===== src/rtl/zelda_gfx_pkg.sv =====
// rtl/zelda_gfx_pkg.sv - shared types, palettes and screen constants for the Zelda pixel compositor
package zelda_gfx_pkg;

    typedef enum logic [1:0] {
        DIR_DOWN  = 2'd0,
        DIR_RIGHT = 2'd1,
        DIR_UP    = 2'd2,
        DIR_LEFT  = 2'd3
    } dir_t;

    typedef enum logic [2:0] {
        SEL_DOWN   = 3'd0,
        SEL_UP     = 3'd1,
        SEL_LEFT   = 3'd2,
        SEL_RIGHT1 = 3'd3,
        SEL_RIGHT2 = 3'd4
    } spr_sel_t;

    localparam int SCREEN_W = 640;
    localparam int SCREEN_H = 480;

    // Packed palettes: element [0] is the rightmost literal.
    localparam logic [15:0][11:0] BG_PAL = {
        12'hFFF, 12'hEED, 12'hDDB, 12'hCC9, 12'hBA7, 12'hA85, 12'h963, 12'h841,
        12'h6D7, 12'h5B3, 12'h48A, 12'h3C5, 12'h2A4, 12'h246, 12'h124, 12'h000
    };

    localparam logic [15:0][11:0] SPR_PAL = {
        12'h111, 12'hDDD, 12'h4A4, 12'h262, 12'hFDB, 12'hE94, 12'hA52, 12'h430,
        12'h888, 12'h0FF, 12'hFC9, 12'hFF0, 12'h00F, 12'h0F0, 12'hF00, 12'h000
    };

    localparam logic [11:0] BORDER_RGB = 12'h303;
    localparam logic [11:0] HITBOX_RGB = 12'hF0F;

endpackage


===== src/rtl/zelda_pixel_compositor_if.sv =====
// rtl/zelda_pixel_compositor_if.sv - background/sprite ROM address and data bus
interface zelda_pixel_compositor_if;
    import zelda_gfx_pkg::*;

    logic [17:0] bg_addr;
    logic [3:0]  bg_q;
    logic [9:0]  spr_addr;
    spr_sel_t    spr_sel;
    logic [3:0]  spr_q;

    modport master (output bg_addr, output spr_addr, output spr_sel, input bg_q, input spr_q);
    modport slave  (input bg_addr, input spr_addr, input spr_sel, output bg_q, output spr_q);
endinterface


===== src/rtl/zelda_anim_ctrl.sv =====
// rtl/zelda_anim_ctrl.sv - per-frame sprite state latch, walk animation and sprite ROM select decode
module zelda_anim_ctrl
    import zelda_gfx_pkg::*;
#(
    parameter int ANIM_FRAMES = 8
) (
    input  logic       clock,
    input  logic       reset_n,
    input  logic       frame_start,
    input  logic [9:0] link_x,
    input  logic [9:0] link_y,
    input  logic [1:0] link_dir,
    input  logic       link_moving,
    output logic [9:0] lx,
    output logic [9:0] ly,
    output spr_sel_t   spr_sel
);
    localparam int CW = $clog2(ANIM_FRAMES);

    dir_t          dir;
    logic [CW-1:0] anim_cnt;
    logic          walk_phase;

    always_ff @(posedge clock or negedge reset_n) begin
        if (!reset_n) begin
            lx         <= '0;
            ly         <= '0;
            dir        <= DIR_DOWN;
            anim_cnt   <= '0;
            walk_phase <= 1'b0;
        end else if (frame_start) begin
            lx  <= link_x;
            ly  <= link_y;
            dir <= dir_t'(link_dir);
            if (!link_moving) begin
                anim_cnt   <= '0;
                walk_phase <= 1'b0;
            end else if (anim_cnt == CW'(ANIM_FRAMES - 1)) begin
                anim_cnt   <= '0;
                walk_phase <= ~walk_phase;
            end else begin
                anim_cnt <= anim_cnt + 1'b1;
            end
        end
    end

    // Only the right-facing sprite has two walk frames in ROM.
    always_comb begin
        spr_sel = SEL_DOWN;
        case (dir)
            DIR_DOWN:  spr_sel = SEL_DOWN;
            DIR_UP:    spr_sel = SEL_UP;
            DIR_LEFT:  spr_sel = SEL_LEFT;
            DIR_RIGHT: spr_sel = walk_phase ? SEL_RIGHT2 : SEL_RIGHT1;
            default:   spr_sel = SEL_DOWN;
        endcase
    end
endmodule


===== src/rtl/zelda_pixel_compositor.sv =====
// rtl/zelda_pixel_compositor.sv - 3-stage bg/sprite compositor; DEBUG_HITBOX_EN adds a magenta sprite box outline
module zelda_pixel_compositor
    import zelda_gfx_pkg::*;
#(
    parameter int         BG_W        = 500,
    parameter int         BG_H        = 480,
    parameter int         SPR_W       = 32,
    parameter int         ANIM_FRAMES = 8,
    parameter logic [3:0] TRANSP_IDX  = 4'd0
) (
    input  logic                             clock,
    input  logic                             reset_n,
    input  logic [9:0]                       draw_x,
    input  logic [9:0]                       draw_y,
    input  logic                             blank_n,
    input  logic                             frame_start,
    input  logic [9:0]                       link_x,
    input  logic [9:0]                       link_y,
    input  logic [1:0]                       link_dir,
    input  logic                             link_moving,
    zelda_pixel_compositor_if.master         rom,
    output logic [3:0]                       red,
    output logic [3:0]                       green,
    output logic [3:0]                       blue
);
    localparam int SB = $clog2(SPR_W);

    logic [9:0]  lx, ly;
    spr_sel_t    sel_next;

    zelda_anim_ctrl #(.ANIM_FRAMES(ANIM_FRAMES)) u_anim (
        .clock       (clock),
        .reset_n     (reset_n),
        .frame_start (frame_start),
        .link_x      (link_x),
        .link_y      (link_y),
        .link_dir    (link_dir),
        .link_moving (link_moving),
        .lx          (lx),
        .ly          (ly),
        .spr_sel     (sel_next)
    );

    logic [10:0] dx, dy;
    logic [17:0] yy, bg_addr_c;
    logic        in_spr_c, bg_valid_c;
    logic        in_spr1, bg_valid1, blank1;
    logic        in_spr2, bg_valid2, blank2;
    logic [11:0] rgb_c, rgb;

    // y*500 as shifts; a negative sprite offset wraps to a large unsigned value and falls outside the box.
    always_comb begin
        dx         = {1'b0, draw_x} - {1'b0, lx};
        dy         = {1'b0, draw_y} - {1'b0, ly};
        in_spr_c   = (dx < 11'(SPR_W)) && (dy < 11'(SPR_W));
        bg_valid_c = (draw_x < 10'(BG_W)) && (draw_y < 10'(BG_H));
        yy         = 18'(draw_y);
        bg_addr_c  = bg_valid_c ? ((yy << 9) - (yy << 3) - (yy << 2) + 18'(draw_x)) : 18'd0;
    end

`ifdef DEBUG_HITBOX_EN
    logic edge_c, edge1, edge2;
    always_comb begin
        edge_c = in_spr_c && ((dx[SB-1:0] == '0) || (dx[SB-1:0] == '1) ||
                              (dy[SB-1:0] == '0) || (dy[SB-1:0] == '1));
    end

    always_ff @(posedge clock or negedge reset_n) begin
        if (!reset_n) begin
            edge1 <= 1'b0;
            edge2 <= 1'b0;
        end else begin
            edge1 <= edge_c;
            edge2 <= edge1;
        end
    end
`endif

    always_ff @(posedge clock or negedge reset_n) begin
        if (!reset_n) begin
            rom.bg_addr  <= '0;
            rom.spr_addr <= '0;
            rom.spr_sel  <= SEL_DOWN;
            in_spr1      <= 1'b0;
            bg_valid1    <= 1'b0;
            blank1       <= 1'b0;
            in_spr2      <= 1'b0;
            bg_valid2    <= 1'b0;
            blank2       <= 1'b0;
            rgb          <= '0;
        end else begin
            rom.bg_addr  <= bg_addr_c;
            rom.spr_addr <= {dy[SB-1:0], dx[SB-1:0]};
            rom.spr_sel  <= sel_next;
            in_spr1      <= in_spr_c;
            bg_valid1    <= bg_valid_c;
            blank1       <= blank_n;
            in_spr2      <= in_spr1;
            bg_valid2    <= bg_valid1;
            blank2       <= blank1;
            rgb          <= rgb_c;
        end
    end

    always_comb begin
        rgb_c = BORDER_RGB;
        if (!blank2)
            rgb_c = 12'h000;
`ifdef DEBUG_HITBOX_EN
        else if (edge2)
            rgb_c = HITBOX_RGB;
`endif
        else if (in_spr2 && (rom.spr_q != TRANSP_IDX))
            rgb_c = SPR_PAL[rom.spr_q];
        else if (bg_valid2)
            rgb_c = BG_PAL[rom.bg_q];
    end

    assign red   = rgb[11:8];
    assign green = rgb[7:4];
    assign blue  = rgb[3:0];
endmodule


===== src/flat_wrapper.sv =====
// flat-port wrapper written by rule: the top's interface ports become plain ports
module zelda_pixel_compositor_flat import zelda_gfx_pkg::*;
#(
    parameter int         BG_W        = 500,
    parameter int         BG_H        = 480,
    parameter int         SPR_W       = 32,
    parameter int         ANIM_FRAMES = 8,
    parameter logic [3:0] TRANSP_IDX  = 4'd0
)
  (clock, reset_n, draw_x, draw_y, blank_n, frame_start, link_x, link_y, link_dir, link_moving, red, green, blue, rom_bg_addr, rom_spr_addr, rom_spr_sel, rom_bg_q, rom_spr_q);
  zelda_pixel_compositor_if rom_i ();
  input  logic clock;
  input  logic reset_n;
  input  logic [9:0] draw_x;
  input  logic [9:0] draw_y;
  input  logic blank_n;
  input  logic frame_start;
  input  logic [9:0] link_x;
  input  logic [9:0] link_y;
  input  logic [1:0] link_dir;
  input  logic link_moving;
  output logic [3:0] red;
  output logic [3:0] green;
  output logic [3:0] blue;
  output wire logic [$bits(rom_i.bg_addr)-1:0] rom_bg_addr;
  output wire logic [$bits(rom_i.spr_addr)-1:0] rom_spr_addr;
  output wire logic [$bits(rom_i.spr_sel)-1:0] rom_spr_sel;
  input wire logic [$bits(rom_i.bg_q)-1:0] rom_bg_q;
  input wire logic [$bits(rom_i.spr_q)-1:0] rom_spr_q;
  assign rom_bg_addr = rom_i.bg_addr;
  assign rom_spr_addr = rom_i.spr_addr;
  assign rom_spr_sel = rom_i.spr_sel;
  assign rom_i.bg_q = rom_bg_q;
  assign rom_i.spr_q = rom_spr_q;
  zelda_pixel_compositor #(.BG_W(BG_W), .BG_H(BG_H), .SPR_W(SPR_W), .ANIM_FRAMES(ANIM_FRAMES), .TRANSP_IDX(TRANSP_IDX)) u_core (.clock(clock), .reset_n(reset_n), .draw_x(draw_x), .draw_y(draw_y), .blank_n(blank_n), .frame_start(frame_start), .link_x(link_x), .link_y(link_y), .link_dir(link_dir), .link_moving(link_moving), .rom(rom_i), .red(red), .green(green), .blue(blue));
endmodule

===== config.mk =====
export PLATFORM = sky130hd
export DESIGN_NAME = zelda_pixel_compositor_flat
export DESIGN_NICKNAME = d
export VERILOG_FILES = /design/src/rtl/zelda_gfx_pkg.sv /design/src/rtl/zelda_pixel_compositor_if.sv /design/src/rtl/zelda_anim_ctrl.sv /design/src/rtl/zelda_pixel_compositor.sv /design/src/flat_wrapper.sv
export SDC_FILE = /design/constraint.sdc
export NUM_CORES = 1
export LEC_CHECK = 0
export ABC_AREA = 1
export BUFFER_PORTS_ARGS = -buffer_cell sky130_fd_sc_hd__buf_2
export CORE_AREA = 2 2 86 170
export DETAILED_ROUTE_END_ITERATION = 10
export DIE_AREA = 0 0 88 172
export PLACE_DENSITY = 0.65
export SLEW_MARGIN = 15
export SYNTH_ARGS = -nofsm -noshare
export SYNTH_HDL_FRONTEND = slang
export SYNTH_SLANG_ARGS = --single-unit
export TNS_END_PERCENT = 1

===== constraint.sdc =====
create_clock -name clock -period 1.9 [get_ports clock]
set_input_delay 0.285 -clock clock [delete_from_list [all_inputs] [get_ports clock]]
set_output_delay 0.285 -clock clock [all_outputs]
set_load 0.05 [all_outputs]

==> results.sh <==
export IMPL_outcome="finished, violations left"
export IMPL_violations="setup timing"
export IMPL_clkTransAtPathRegs_ns=0.06
export IMPL_hold_viol=0
export IMPL_postRouteAntennaNets=0
export IMPL_slew_violations=0
export IMPL_place_hpwl_mm=12.1
export IMPL_relSlewSlack=0.707
export IMPL_pwr_density_cell_mw_per_mm2=876
export IMPL_yosysSeqAreaShare=0.348
export IMPL_cts_setup_buffers=0
export IMPL_yosys_register_bits=75
export IMPL_pre_cts_ws_ns=-0.737
export IMPL_chipHeight_um=172
export IMPL_path_cells="buf_4 -> fa_1 -> inv_1 -> fa_1 -> ha_4 -> nand2_2 -> nor2_2 -> nand3_1 -> a21oi_1 -> nor2_1"
export IMPL_dieArea_sq_mm=0.0151
export IMPL_io_buffers=97
export IMPL_layout_area_overhead_vs_synth_pct=34.5
export IMPL_rsz0062_at_grt="true"
export IMPL_grt_antenna_before_repair=0
export IMPL_fin_ws_ns=-0.307
export IMPL_cap_violations=0
export IMPL_yosysUniqueCellTypes=39
export IMPL_synth_yosys_warnings=0
export IMPL_worstPathArrival_ns=2.44
export IMPL_fin_cells=1064
export IMPL_hp_class="in2reg"
export IMPL_clock_latency_ns=0.35
export IMPL_criticalPathCategory="in2reg"
export IMPL_avgSynthCellArea_sq_um=7.67
export IMPL_end_kind="register"
export IMPL_final_cell_mix="nand2_1 (153), inv_1 (121), buf_2 (94)"
export IMPL_fmax_mhz=453
export IMPL_tritoncts="yes"
export IMPL_drtIter0Drc=176
export IMPL_cts_buffer_depth=2
export IMPL_start_util=0.391
export IMPL_antenna_diode_count=0
export IMPL_fillers=1340
export IMPL_synthCells=704
export IMPL_cpMostUsedCell="fa_1"
export IMPL_syn_area_sq_mm=0.00540
export IMPL_cts_root_buf="clkbuf_16"
export IMPL_grt_pass1_vias=5155
export IMPL_layout_cells_most_common="nand2_1"
export IMPL_std_cell_rows=61
export IMPL_cp_required_ns=2.13
export IMPL_syn_num_nets=833
export IMPL_grt_pass1_wl_mm=23.9
export IMPL_routed_wl_mm=15.0
export IMPL_wl_per_cell_um=14.1
export IMPL_design_core_area_sq_mm=0.0138
export IMPL_clock_sinks=75
export IMPL_gp_congestion=0.929
export IMPL_holdWs_ns=0.0461
export IMPL_fin_skew_ns=0.00610
export IMPL_ir_drop_v=0.000498
export IMPL_gr_usage_all_layers=0.208
export IMPL_final_period_utilization=1.16
export IMPL_p_leak_nw=3.96
export IMPL_place_inst=1047
export IMPL_start_kind="input port"
export IMPL_num_vias=5105
export IMPL_vias_per_cell=4.80
export IMPL_cpMaxStageDelayCell="fa_1"
export IMPL_drive_above_1_share=0.296
export IMPL_p_total_w=0.00636
export IMPL_io_pins=98
export IMPL_dpl_instance_area_sq_mm=0.00663
export IMPL_overflow=0
export IMPL_worst_pin_slew_ns=0.437
export IMPL_firstDrtPassIters=4
export IMPL_crit_fanout=4
export IMPL_finalSetupViolations=11
export IMPL_nNetsFinal=999
export IMPL_cts_made_buffers=9
export IMPL_critPathMaxStageDelay_ns=0.57
export IMPL_finalCriticalPeriod_ns=2.21
export IMPL_grt_max_degree=45
export IMPL_design_area_sq_mm=0.00726
export IMPL_htreeDepth=3
export IMPL_die_w_um=88
export IMPL_drc=0
cells by family after synthesis:
| group | Yosys count | share of synthesized area |
|---|---|---|
| AO/OA/AOI/OAI | 106 | 0.109 |
| XOR/XNOR | 13 | 0.0211 |
| adder cells (fa/ha/maj) | 74 | 0.188 |
| buffers and inverters | 140 | 0.101 |
| flip-flops | 75 | 0.348 |
| AND/OR/NAND/NOR | 296 | 0.234 |
worst max-delay path, delay by kind of cell:
family	cells	cell delay, ns
AO/OA/AOI/OAI	1	0.16
adder cells (fa/ha/maj)	3	1.38
buffers and inverters	2	0.20
AND/OR/NAND/NOR	4	0.41
registers in the layout (all words and copies together), names as in the netlist:
register,count
u_core.rom.bg_addr,18
u_core.rgb,12
u_core.rom.spr_addr,10
u_core.u_anim.lx,10
u_core.u_anim.ly,10
u_core.rom.spr_sel,3
u_core.u_anim.anim_cnt,3
u_core.u_anim.dir,2
u_core.bg_valid1,1
u_core.bg_valid2,1
u_core.blank1,1
u_core.blank2,1
u_core.in_spr1,1
u_core.in_spr2,1
u_core.u_anim.walk_phase,1
routing by layer:
metal	up-vias	GRT usage	wire length, um
li1	2574	-	-
met1	2326	0.203	5290
met2	151	0.391	8340
met3	54	0.0263	494
met4	0	0.138	864
met5	-	0	0
per-stage QoR:
stage          setup TNS, ns  utilization
4_1_cts                -2.55        0.515
2_1_floorplan          -4.45            -
6_report               -2.36        0.526
3_5_place_dp           -8.96        0.480
5_1_grt                -3.34        0.526
3_3_place_gp           -8.97        0.480
cells in the mapped netlist:
library cell,n,area share
nand2_1,160,0.11
inv_1,126,0.088
dfrtp_1,75,0.35
ha_1,62,0.14
nor2_1,53,0.037
nand3_1,50,0.046
a21oi_1,45,0.042
o21ai_0,40,0.037
fa_1,12,0.044
nor3_1,10,0.0093
xnor2_1,9,0.015
nand2_2,7,0.0081
nand4_1,5,0.0058
buf_2,4,0.0037
clkbuf_1,4,0.0028
xor2_1,4,0.0065
a31oi_1,3,0.0035
nand3_2,3,0.0056
nor2_2,3,0.0035
o21ai_1,3,0.0028
a211oi_1,2,0.0028
a21o_1,2,0.0028
a21oi_2,2,0.0032
a22o_1,2,0.0032
inv_2,2,0.0014
nand3b_1,2,0.0028
o21bai_1,2,0.0028
a221oi_1,1,0.0016
buf_1,1,0.00069
buf_4,1,0.0014
buf_6,1,0.0021
inv_4,1,0.0012
nor3b_1,1,0.0014
o2111ai_1,1,0.0016
o211ai_1,1,0.0014
o21ai_4,1,0.0030
o22ai_1,1,0.0012
or2_2,1,0.0012
or2_4,1,0.0016
power breakdown:
| group | internal [W] | switching [W] | total, W |
|---|---|---|---|
| Combinational | 0.00112 | 0.00170 | 0.00282 |
| Sequential | 0.00176 | 0.0000549 | 0.00182 |
| Clock | 0.000937 | 0.000791 | 0.00173 |
cell type report:
class                      count  area (sq um)  share of cell area
sequential                    75          1880               0.258
multi-input combinational    489          3330               0.458
timing repair buffer         166          1030               0.142
clock buffer                   9           225              0.0310
tap                          189           236              0.0326
inverter                     129           487              0.0670
clock inverter                 7          76.3              0.0105
what timing repair did:
item	4_1_cts	5_1_grt
endpoints found under the hold margin	27	0
gates resized for setup	34	26
pin swaps	11	11
endpoints found under the setup margin	14	14
hold buffers	1	0
final timing paths:
check	from	endpoint	slack, ns	depth (start not counted)
max in group asynchronous	reset_n	u_core.u_anim.lx[9]$_DFFE_PN0P_	0.93	3
setup / recovery	draw_y[6]	u_core.rom.bg_addr[15]$_DFF_PN0_	-0.31	10
setup reg to reg	u_core.u_anim.ly[0]$_DFFE_PN0P_	u_core.in_spr1$_DFF_PN0_	0.04	11
min in group asynchronous	reset_n	u_core.rom.bg_addr[13]$_DFF_PN0_	0.43	2
hold / removal	blank_n	u_core.blank1$_DFF_PN0_	0.05	1
hold reg to reg	u_core.bg_valid1$_DFF_PN0_	u_core.bg_valid2$_DFF_PN0_	0.36	0
(Power assumes the default switching activity.)
